[config.mk]
export PLATFORM = sky130hd
export DESIGN_NAME = cv32e40p_perm_fault_detector_ft
export DESIGN_NICKNAME = d
export VERILOG_FILES = /design/src/rtl/cv32e40p_perm_fault_detector_ft.sv
export SDC_FILE = /design/constraint.sdc
export NUM_CORES = 1
export LEC_CHECK = 0
export ABC_AREA = 1
export CAP_MARGIN = 20
export CORE_MARGIN = 1
export CORE_UTILIZATION = 59
export CTS_BUF_LIST = sky130_fd_sc_hd__clkbuf_16
export DETAILED_ROUTE_END_ITERATION = 10
export DONT_BUFFER_PORTS = 1
export GPL_ROUTABILITY_DRIVEN = 0
export PLACE_DENSITY_LB_ADDON = 0.1
export SETUP_SLACK_MARGIN = 0.4
export SLEW_MARGIN = 20
export SYNTH_ARGS = -nofsm -noshare
export SYNTH_HDL_FRONTEND = slang
export SYNTH_SLANG_ARGS = --single-unit
[constraint.sdc]
create_clock -name clk -period 3 [get_ports clk]
set_clock_uncertainty 0.2 [all_clocks]
set_input_delay 0.9 -clock clk [delete_from_list [all_inputs] [get_ports clk]]
set_output_delay 0.9 -clock clk [all_outputs]
set_load 0.05 [all_outputs]
[src/rtl/cv32e40p_perm_fault_detector_ft.sv]
// Leaky-bucket permanent-fault classifier per ALU/MULT replica; latency 1 cycle, all outputs registered.
// No backpressure: a vote is consumed in the cycle it is valid; counting pauses while fewer than 3 replicas are eligible.
module cv32e40p_perm_fault_detector_ft #(
    parameter int CNT_W     = 6,
    parameter int INC       = 4,
    parameter int DEC       = 1,
    parameter int THRESHOLD = 32
) (
    input  logic               clk,
    input  logic               rst_n,
    input  logic               alu_vote_valid_i,
    input  logic [3:0]         alu_active_i,
    input  logic [3:0]         alu_err_i,
    input  logic               mult_vote_valid_i,
    input  logic [2:0]         mult_active_i,
    input  logic [2:0]         mult_err_i,
    input  logic [3:0]         clear_alu_i,
    input  logic [2:0]         clear_mult_i,
    output logic [3:0]         permanent_faulty_alu_o,
    output logic [2:0]         permanent_faulty_mult_o,
    output logic               new_fault_o,
    output logic [4*CNT_W-1:0] alu_cnt_o,
    output logic [3*CNT_W-1:0] mult_cnt_o
);

    localparam logic [CNT_W:0] CNT_MAX = {1'b0, {CNT_W{1'b1}}};
    localparam logic [CNT_W:0] INC_W   = (CNT_W+1)'(INC);
    localparam logic [CNT_W:0] DEC_W   = (CNT_W+1)'(DEC);
    localparam logic [CNT_W:0] TH_W    = (CNT_W+1)'(THRESHOLD);

    logic [4*CNT_W-1:0] alu_cnt_q, alu_cnt_d;
    logic [3*CNT_W-1:0] mult_cnt_q, mult_cnt_d;
    logic [3:0]         alu_flag_q, alu_flag_d, alu_elig, alu_rise;
    logic [2:0]         mult_flag_q, mult_flag_d, mult_elig, mult_rise;
    logic               alu_en, mult_en, new_fault_q;

    // Saturating add on error, floored subtract on agreement; sum kept one bit wider.
    function automatic logic [CNT_W-1:0] next_cnt(input logic [CNT_W-1:0] cnt, input logic err);
        logic [CNT_W:0] sum;
        sum = {1'b0, cnt} + INC_W;
        if (err)
            next_cnt = (sum > CNT_MAX) ? CNT_MAX[CNT_W-1:0] : sum[CNT_W-1:0];
        else
            next_cnt = ({1'b0, cnt} >= DEC_W) ? (cnt - DEC_W[CNT_W-1:0]) : '0;
    endfunction

    always_comb begin
        alu_elig  = {4{alu_vote_valid_i}} & alu_active_i & ~alu_flag_q;
        alu_en    = ($countones(alu_elig) >= 3);
        alu_cnt_d = alu_cnt_q;
        alu_flag_d = alu_flag_q;
        alu_rise  = '0;
        for (int i = 0; i < 4; i++) begin
            if (clear_alu_i[i]) begin
                alu_cnt_d[i*CNT_W +: CNT_W] = '0;
                alu_flag_d[i] = 1'b0;
            end else if (alu_en && alu_elig[i]) begin
                alu_cnt_d[i*CNT_W +: CNT_W] = next_cnt(alu_cnt_q[i*CNT_W +: CNT_W], alu_err_i[i]);
                if ({1'b0, next_cnt(alu_cnt_q[i*CNT_W +: CNT_W], alu_err_i[i])} >= TH_W) begin
                    alu_flag_d[i] = 1'b1;
                    alu_rise[i]   = 1'b1;
                end
            end
        end
    end

    // MULT has only three replicas, so all of them must be eligible to count.
    always_comb begin
        mult_elig   = {3{mult_vote_valid_i}} & mult_active_i & ~mult_flag_q;
        mult_en     = ($countones(mult_elig) >= 3);
        mult_cnt_d  = mult_cnt_q;
        mult_flag_d = mult_flag_q;
        mult_rise   = '0;
        for (int i = 0; i < 3; i++) begin
            if (clear_mult_i[i]) begin
                mult_cnt_d[i*CNT_W +: CNT_W] = '0;
                mult_flag_d[i] = 1'b0;
            end else if (mult_en && mult_elig[i]) begin
                mult_cnt_d[i*CNT_W +: CNT_W] = next_cnt(mult_cnt_q[i*CNT_W +: CNT_W], mult_err_i[i]);
                if ({1'b0, next_cnt(mult_cnt_q[i*CNT_W +: CNT_W], mult_err_i[i])} >= TH_W) begin
                    mult_flag_d[i] = 1'b1;
                    mult_rise[i]   = 1'b1;
                end
            end
        end
    end

    always_ff @(posedge clk) begin
        if (!rst_n) begin
            alu_cnt_q   <= '0;
            mult_cnt_q  <= '0;
            alu_flag_q  <= '0;
            mult_flag_q <= '0;
            new_fault_q <= 1'b0;
        end else begin
            alu_cnt_q   <= alu_cnt_d;
            mult_cnt_q  <= mult_cnt_d;
            alu_flag_q  <= alu_flag_d;
            mult_flag_q <= mult_flag_d;
            new_fault_q <= |{alu_rise, mult_rise};
        end
    end

    assign permanent_faulty_alu_o  = alu_flag_q;
    assign permanent_faulty_mult_o = mult_flag_q;
    assign new_fault_o             = new_fault_q;
    assign alu_cnt_o               = alu_cnt_q;
    assign mult_cnt_o              = mult_cnt_q;

endmodule
==> qor.txt, run 1 <==
root buffer cell - clkbuf_16
largest net degree at the start of global routing - 15
Max Freq - 364 MHz
Max-slew headroom - 0.485
top cell type's share of synthesized area - 0.227
fin nets - 767
Top FF cell, synth - dfxtp_1
part of the Yosys area used for sequential elements - 0.227
status - complete, no violations
cells on worst reg2reg path - 13
grt peak-use layer - met2
IO Pins - 75
count leader, synth - nand2_1
largest family of logic cells by synthesized area - simple AND/OR/NAND/NOR gates
Tcrit/Tclk final - 0.916
library cells used by synthesis - 36
met3 Track Usage GR - 0.0504
via count of the first global-routing pass - 3,917
fin area - 5190 um^2
n_diodes - 0
worst setup path class - in2reg
clock buffer count from CTS - 5
Post-synth EDFFs - 0
mux cell area share after synthesis - 0
Required @ worst endpoint - 3.01 ns
initial core utilization - 0.609
Synth Area in Simple Gates - 0.296
Clk pin slew, worst setup/hold paths - 0.07 ns
Ys Warns - 0
# rows - 31
CP startpoint - alu_vote_valid_i
Synth Area in Compound Gates - 0.161
HP Class - reg2reg
H-tree levels - 2
RSZ-0062 raised after global routing - yes
actual slew at the worst max-slew pin - 0.772 ns
CP Capture Type - flip-flop
Area Growth Syn to Fin - 17.6%
synth top area cells - dfxtp_1, ha_1, nand2_1
Clock Latency Late Sink - 0.29 ns
#FFs+latches synth - 50
Async S/R FF share, synth - 0
# clock sinks - 50
die span in x - 88.5 um
Placed Instances - 783
Max Fanout on Critical Path - 4
global-route wire length before repair - 16,800 um
Synth top cells by count - nand2_1, inv_1, dfxtp_1
Leak Pwr - 2.36 nW
end point of the critical path - alu_cnt_o[0]
R2R Setup Slk - 0.39 ns
drt first pass iters - 4
Final min period - 2.75 ns
Gate Count Post-Synth - 648
Syn Area/Cell - 6.82 um^2
total grt overflow - 0
Synth Cell Area - 4420 um^2
peak supply drop - 228 uV
xor and xnor area share after synthesis - 0.0629
Synth Area in Adders - 0.134
Final Hold Vio Count - 0
height of the die - 88.5 um
# DRC - 0
Crit Reg-Reg Startpoint - permanent_faulty_alu_o[0]
Slew Limit Fails - 0
1st-iter DRT viols - 208
CP Launch Type - input port
Synth area leader - dfxtp_1
GRT met2 Usage - 0.476
Post-DRT Antenna Nets - 0
Area after DPL - 4860 um^2
Syn Nets - 719
reg2reg end - alu_cnt_o[0]
total wire length - 10,800 um
Via density - 5.49
Core Box Area - 7250 um^2
WL/cell - 13.5 um
post-DP HPWL - 8170 um
share of cells above drive strength 1 - 0.197
die area - 7840 um^2
vias - 4,373
initial antenna violation count - 0
Pwr per Cell Area - 273 nW/um^2
Non-Filler Instances - 796
Arrival @ worst endpoint - 2.76 ns
setup violators final - 0
CTS tree - yes
Total GRT Usage - 0.266
Clock Path Buffers - 2
met1 usage - 0.323
Max Cap Violations - 0
Port Buf Inserts - 0
layout by cell type, fill, tap and decap left out, types with 2 or more instances in the layout:
cell       count
a21oi_1       32
o21bai_1       3
clkbuf_16      5
nand4_1       24
nand2_4        2
nand2_2       14
buf_4         49
o211ai_1      15
ha_1          42
fa_1           2
nor2_1        48
nand3_2        7
xor2_2         3
a21oi_4        4
nor2_2         4
inv_2          5
xnor2_1        4
xor2_1        19
o21ai_2        5
o21ai_1        4
nor2_4         5
nor4_1         2
nand2_1      123
buf_6          6
a21oi_2       14
nand3b_1       3
a31oi_1        9
inv_1        106
o21ai_0       31
nand3_4        3
nand3_1       40
dfxtp_1       50
worst min-delay path by stage:
stage / end / cells after the start / slack [ns] / from
2_1_floorplan: permanent_faulty_alu_o[2] / 2 / 0.50 / permanent_faulty_alu_o[2]
4_1_cts: permanent_faulty_mult_o[1] / 2 / 0.28 / permanent_faulty_mult_o[1]
3_5_place_dp: permanent_faulty_mult_o[1] / 2 / 0.27 / permanent_faulty_mult_o[1]
3_3_place_gp: permanent_faulty_mult_o[1] / 2 / 0.26 / permanent_faulty_mult_o[1]
5_1_grt: permanent_faulty_mult_o[1] / 2 / 0.30 / permanent_faulty_mult_o[1]
6_report: permanent_faulty_mult_o[1] / 2 / 0.27 / permanent_faulty_mult_o[1]
report_power, final:
group	switching, W	internal [W]
Sequential	0.0000113	0.000669
Combinational	0.000124	0.0000677
Clock	0.000244	0.000302
Total	0.000380	0.00104
routing by layer:
| layer | vias to the layer above | wire, um |
|---|---|---|
| met4 | 0 | 188 |
| met3 | 17 | 527 |
| met1 | 2048 | 4600 |
| li1 | 2200 | - |
| met2 | 108 | 5440 |
| met5 | - | 0 |
metrics by stage:
stage	hold slack (ns)	worst slack [ns]	TNS, ns	total power [W]	util
after floorplan	0.495	0.0447	0	0.000832	-
after global placement	0.265	-0.0117	-0.0170	0.000862	0.671
after detailed placement	0.266	-0.0407	-0.0768	0.000867	0.671
after CTS	0.276	0.284	0	0.00141	0.693
after global routing	0.298	0.143	0	0.00147	0.716
final	0.274	0.251	0	0.00142	0.716
flip-flops by register name, indices dropped and copies added (netlist names):
register	count
alu_cnt_o	24
mult_cnt_o	18
permanent_faulty_alu_o	4
permanent_faulty_mult_o	3
new_fault_o	1
cells by family after synthesis:
family	count (synthesis)
flops	50
simple gates	279
compound gates	120
buf+inv	126
xor+xnor	27
fa+ha+maj	46
layout make-up:
class	count	area [um^2]
sequential	50	1000
clock inverter	3	12.5
multi-input combinational	472	3070
clock buffer	5	125
fill	608	2060
tap	99	124
inverter	112	428
timing repair buffer	55	435
worst max-delay path, stage by stage:
cell and delay (ns):
nand3_4 0.06, fa_1 0.53, inv_1 0.04, ha_2 0.17, ha_4 0.22, a21oi_4 0.24, nor2_4 0.06, inv_2 0.09
buf_4 0.12, buf_6 0.08, o21ai_1 0.05, a21oi_1 0.18
what timing repair did:
action                                  in CTS  in global routing
resized for setup                            9                 33
pin swaps                                    4                 11
endpoints found under the setup margin      25                 29
buffers inserted                             1                  4
hold buffers                                 0                  0
Power figures use the tool's default switching activity.
==> run 2, diff against run 1 <==
Settings changed: CORE_MARGIN 1 to 2, CORE_UTILIZATION 59 to 65.
Clock period 3 ns to 3.2 ns, I/O delays scaled along.
==> run 2 against run 1 <==
Non-clock buffer count fell by 12. Hold slack improved by 0.0051 ns. Global-route usage rose by 0.77 points. Sequential share of layout area is 0.83 points higher. Power fell by 8.8%. First-iteration DRC count is 5.8% lower. Largest power group unchanged. Highest routed layer unchanged.
==> qor.txt, run 2 (synthesis results as in run 1) <==
status - complete, no violations
via count of the first global-routing pass - 3,991 (+1.9%)
Final Util - 0.746 (+0.0293)
largest net degree at the start of global routing - 14 (-1)
clock power share - 0.374 (-0.011)
RSZ-0062 raised after global routing - yes
Max Fanout on Critical Path - 7 (+3)
Slew Limit Fails - 0 (unchanged)
CP Buf/Inv Count - 2 (-2)
Post-DRT Antenna Nets - 0 (unchanged)
Fillers - 547 (-10%)
Sequential Power Share - 0.495 (+0.016)
Area Growth Syn to Fin - 12.7%
Max Freq - 349 MHz
switching power - 0.000328 W (-13%)
IO Pins - 75 (unchanged)
Via density - 5.54 (+0.82%)
die span in x - 86.4 um (-2.4%)
clock buffer count from CTS - 5 (unchanged)
combinational share of power - 0.131 (-0.004)
Tcrit/Tclk final - 0.895
worst setup path class - in2reg
Pwr per Cell Area - 260 nW/um^2 (-4.9%)
Final min period - 2.86 ns
actual slew at the worst max-slew pin - 0.884 ns (+0.112 ns)
Total GRT Usage - 0.274 (+0.00766)
Clock Latency Late Sink - 0.28 ns (about the same)
WL/cell - 13.7 um (+1.2%)
post-DP HPWL - 8050 um (-1.4%)
CP Capture Type - flip-flop
share of cells above drive strength 1 - 0.167 (-0.0296)
initial antenna violation count - 0 (unchanged)
HP Class - reg2reg
Clk pin slew, worst setup/hold paths - 0.06 ns (about the same)
Clock Path Buffers - 2 (unchanged)
total wire length - 10,400 um (-3.0%)
CTS tree - yes
total grt overflow - 0 (unchanged)
Arrival @ worst endpoint - 2.82 ns (+0.06 ns)
fin nets - 755 (-1.6%)
sw frac - 0.254 (-0.0137)
R2R Setup Slk - 0.54 ns (+0.15 ns)
Max-slew headroom - 0.410 (-0.0748)
die area - 7470 um^2 (-4.7%)
# DRC - 0 (unchanged)
1st-iter DRT viols - 196 (-5.8%)
CP Launch Type - input port
setup TNS - 0 ns (unchanged)
setup violators final - 0 (unchanged)
H-tree levels - 2 (unchanged)
slowest CP cell - fa_1
height of the die - 86.4 um (-2.4%)
global-route wire length before repair - 17,000 um (+1.1%)
root buffer cell - clkbuf_16
Required @ worst endpoint - 3.16 ns (+0.15 ns)
cell-internal power - 0.000965 W (-7.1%)
crit-path cells - nand3_4 > fa_1 > inv_1 > ha_2 > ha_4 > a21oi_4 > nor2_4 > buf_4 > o21ai_0 > a31oi_1
# clock sinks - 50 (unchanged)
Top Family by Delay on Critical Path - adder cells
Core Box Area - 6680 um^2 (-7.9%)
most common cell after layout, fill and taps aside - nand2_1
multi-input logic area - 3000 um^2 (-2.3%)
Leak Pwr - 2.27 nW (-4.0%)
vias - 4,226 (-3.4%)
most frequent cells in the layout - nand2_1, inv_1, dfxtp_1
Storage cell area - 1000 um^2 (unchanged)
initial core utilization - 0.661 (+0.0521)
max reg flops - 24 (unchanged)
peak supply drop - 232 uV (+1.9%)
Port Buf Inserts - 0 (unchanged)
drt first pass iters - 5 (+1)
hold-fix buffers at CTS - 0 (unchanged)
# rows - 30 (-3.2%)
n_diodes - 0 (unchanged)
crit-path max cell delay - 0.53 ns (about the same)
Final Hold Vio Count - 0 (unchanged)
Max Cap Violations - 0 (unchanged)
-- run 2: routing by layer --
| layer | vias up | wire length (um) | track usage |
|---|---|---|---|
| met2 | 100 | 5210 | 0.486 |
| met1 | 1932 | 4510 | 0.336 |
| met4 | 0 | 197 | 0.0795 |
| met3 | 18 | 523 | 0.0533 |
| li1 | 2176 | - | - |
| met5 | - | 0 | 0 |
-- run 2: path summary, 6_finish.rpt --
path	start	endpoint	cells after the start
hold / removal	permanent_faulty_mult_o[0]	permanent_faulty_mult_o[0]	2
hold reg to reg	permanent_faulty_mult_o[0]	permanent_faulty_mult_o[0]	2
setup / recovery	alu_vote_valid_i	alu_cnt_o[16]	10
setup reg to reg	permanent_faulty_alu_o[1]	alu_cnt_o[16]	11
-- run 2: power by group through the flow --
stage / sequential [W] / clock (W) / combinational, W
4_1_cts: 0.000640 / 0.000490 / 0.000154
5_1_grt: 0.000640 / 0.000520 / 0.000189
3_3_place_gp: 0.000654 / 0 / 0.000149
2_1_floorplan: 0.000662 / 0 / 0.000117
6_report: 0.000640 / 0.000483 / 0.000170
3_5_place_dp: 0.000654 / 0 / 0.000154
-- run 2: area by class of cell --
class / instances / area share
Multi-Input combinational cell: 472 / 0.602
Sequential cell: 50 / 0.201
Inverter: 112 / 0.0854
Timing Repair Buffer: 43 / 0.0656
Clock buffer: 5 / 0.0251
Tap cell: 80 / 0.0201
Clock inverter: 1 / 0.000754
-- run 2: repair_timing --
action,CTS,global route
buffers inserted,0,9
gates cloned,0,0
gates resized for setup,0,25
pin swaps,0,7
setup endpoints to repair,6,24
-- run 2: worst min-delay path, stage by stage, from the launching register on --
cell	delay, ns
dfxtp_1	0.31
inv_1	0.07
a21oi_1	0.06
-- run 2: through the flow --
step | total power, W | instances | area, um^2 | hold WS (ns) | setup slack [ns]
finish | 0.00129 | 763 | 4980 | 0.279 | 0.336
global route | 0.00135 | 763 | 4980 | 0.302 | 0.234
CTS | 0.00128 | 754 | 4840 | 0.287 | 0.331
detailed placement | 0.000807 | 748 | 4710 | 0.276 | 0.0318
global placement | 0.000802 | 748 | 4710 | 0.263 | 0.107
floorplan | 0.000780 | 648 | 4460 | 0.495 | 0.185
==> run 3, diff against run 2 <==
Settings changed: CORE_UTILIZATION 65 to 59, DONT_BUFFER_PORTS 1 to not set, SKIP_LAST_GASP set to 1, SLEW_MARGIN 20 to not set.
==> run 3 against run 2 <==
Sequential share of layout area decreased by 3.1 points. Count of clock-buffer cells in the layout unchanged. Largest cell class unchanged. Combinational power increased by 57%. Die area increased by 9.7%. Clock power increased by 5.0%. Routed wire length increased by 17%. Via count increased by 13%. Global-route usage increased by 1.4 points. Flip-flop and latch count unchanged. First-iteration DRC count increased by 4.6%. Final cell count increased by 13%. Fmax decreased by 5.9%.
==> qor.txt, run 3 (synthesis results as in run 1) <==
status - complete, no violations
Pwr Total - 0.00141 W (+9.1%)
Hold WS - 0.305 ns (+0.0261 ns)
Clock Path Buffers - 2 (unchanged)
Required @ worst endpoint - 3.16 ns (about the same)
cells on worst reg2reg path - 15 (+4)
IO Pins - 75 (unchanged)
fin nets - 831 (+10%)
Post-DRT Antenna Nets - 0 (unchanged)
# clock sinks - 50 (unchanged)
Max-slew headroom - 0.645 (+0.235)
CTS tree - yes
drt first pass iters - 5 (unchanged)
Hold Path End - permanent_faulty_alu_o[2]
H-tree levels - 2 (unchanged)
n_diodes - 0 (unchanged)
Area Growth Syn to Fin - 33.6%
Slew Limit Fails - 0 (unchanged)
Clk pin slew, worst setup/hold paths - 0.06 ns (about the same)
Max Fanout on Critical Path - 4 (-3)
Arrival @ worst endpoint - 3.00 ns (+0.18 ns)
total grt overflow - 0 (unchanged)
die area - 8200 um^2 (+9.7%)
Leak Pwr - 2.81 nW (+24%)
crit-path max cell delay - 0.57 ns (+0.04 ns)
HP Class - reg2reg
max reg flops - 24 (unchanged)
Storage cell area - 1000 um^2 (unchanged)
height of the die - 90.5 um (+4.7%)
Clock Latency Late Sink - 0.28 ns (about the same)
Core Box Area - 7250 um^2 (+8.6%)
die span in x - 90.5 um (+4.7%)
dpl ws - -0.614 ns (-0.646 ns)
# rows - 31 (+3.3%)
Max Cap Violations - 0 (unchanged)
hold-fix buffers at CTS - 0 (unchanged)
multi-input logic area - 3100 um^2 (+3.3%)
via count of the first global-routing pass - 4,540 (+14%)
Port Buf Inserts - 74 (+74)
post-DP HPWL - 8530 um (+5.9%)
WL/cell - 14.3 um (+4.2%)
initial core utilization - 0.609 (-0.0521)
reg2reg end - new_fault_o
worst setup path class - in2reg
Fillers - 503 (-8.0%)
Pwr per Cell Area - 239 nW/um^2 (-8.0%)
Max Freq - 328 MHz (-5.9%)
Total GRT Usage - 0.288 (+0.0142)
share of cells above drive strength 1 - 0.184 (+0.0171)
RSZ-0062 raised after global routing - yes
CP Launch Type - input port
setup violators final - 0 (unchanged)
Final Hold Vio Count - 0 (unchanged)
most frequent cells in the layout - nand2_1, inv_1, dfxtp_1
crit-path cells - buf_12 > nand3_4 > fa_1 > inv_2 > ha_4 > ha_4 > a21oi_4 > buf_6 > nor2_4 > inv_2 > a21oi_4 > nand3_2 > nand3_2 > nor2_2 > nor2_1
Crit Reg-Reg Startpoint - permanent_faulty_alu_o[0]
initial antenna violation count - 0 (unchanged)
Final WS setup - 0.156 ns (-0.180 ns)
global-route wire length before repair - 20,000 um (+18%)
Min-Delay Startpoint - permanent_faulty_alu_o[2]
hold path cells - 2 (unchanged)
clock buffer count from CTS - 5 (unchanged)
R2R Setup Slk - 0.47 ns (-0.07 ns)
Top Family by Delay on Critical Path - adder cells
vias - 4,760 (+13%)
Via density - 5.53 (about the same)
total wire length - 12,300 um (+17%)
1st-iter DRT viols - 205 (+4.6%)
# DRC - 0 (unchanged)
slowest CP cell - fa_1
CP Capture Type - flip-flop
CP Buf/Inv Count - 4 (+2)
actual slew at the worst max-slew pin - 0.531 ns (-0.353 ns)
Final min period - 3.04 ns (+0.180 ns)
largest net degree at the start of global routing - 16 (+2)
root buffer cell - clkbuf_16
peak supply drop - 311 uV (+34%)
Tcrit/Tclk final - 0.951 (+0.0562)
most common cell after layout, fill and taps aside - nand2_1
[run 3: cell types whose count changed in the layout (fill, tap and decap cells not counted), sizes merged]
cell and delta:
clkinv +1, dlygate4sd2 +15, dlymetal6s2s +11, clkdlybuf4s50 +43, clkinvlp +1, buf +6
clkbuf +1
[run 3: worst min-delay path, cell delays in order (launching register included)]
cell     delay, ns
dfxtp_1       0.33
inv_1         0.07
a21oi_1       0.06
[run 3: worst max-delay path by stage]
stage | from | end | slack [ns] | depth (start not counted)
2_1_floorplan | alu_active_i[1] | new_fault_o | 0.18 | 13
3_3_place_gp | alu_vote_valid_i | new_fault_o | -0.54 | 14
3_5_place_dp | alu_vote_valid_i | new_fault_o | -0.61 | 14
4_1_cts | alu_vote_valid_i | alu_cnt_o[10] | 0.26 | 14
5_1_grt | alu_vote_valid_i | new_fault_o | 0.10 | 15
6_report | alu_vote_valid_i | new_fault_o | 0.16 | 15
[run 3: through the flow]
| step | instances | utilization | TNS (ns) | instance area, um^2 |
|---|---|---|---|---|
| after global routing | 860 | 0.814 | 0 | 5900 |
| after floorplan | 648 | - | 0 | 4460 |
| after global placement | 829 | 0.742 | -12.65 | 5380 |
| after CTS | 856 | 0.791 | 0 | 5730 |
| final | 860 | 0.814 | 0 | 5900 |
| after detailed placement | 829 | 0.742 | -14.53 | 5380 |
[run 3: power by group]
group          internal (W)  switching, W
Sequential         0.000627    0.00000927
Clock              0.000285      0.000221
Combinational      0.000115      0.000152
Total               0.00103      0.000383
[run 3: per-layer routing]
layer,track usage,wire length (um),part of all wire,vias to the layer above
met5,0,0,0,-
met4,0.117,462,0.038,0
met3,0.0376,648,0.053,45
met2,0.517,6030,0.49,167
met1,0.346,5120,0.42,2217
li1,-,-,-,2331
[run 3: final cells by class]
class / instances / share of cell area
multi-input cells: 472 / 0.525
repair buffers: 119 / 0.190
flip-flops and latches: 50 / 0.170
inverters: 112 / 0.0712
clock buffers: 5 / 0.0212
well taps: 99 / 0.0210
clock inverters: 3 / 0.00275
[run 3: what timing repair did]
item / in CTS / in global routing
gates cloned: 0 / 0
setup buffers: 19 / 4
resized for setup: 67 / 40
endpoints found under the setup margin: 62 / 51
pin swaps: 21 / 13
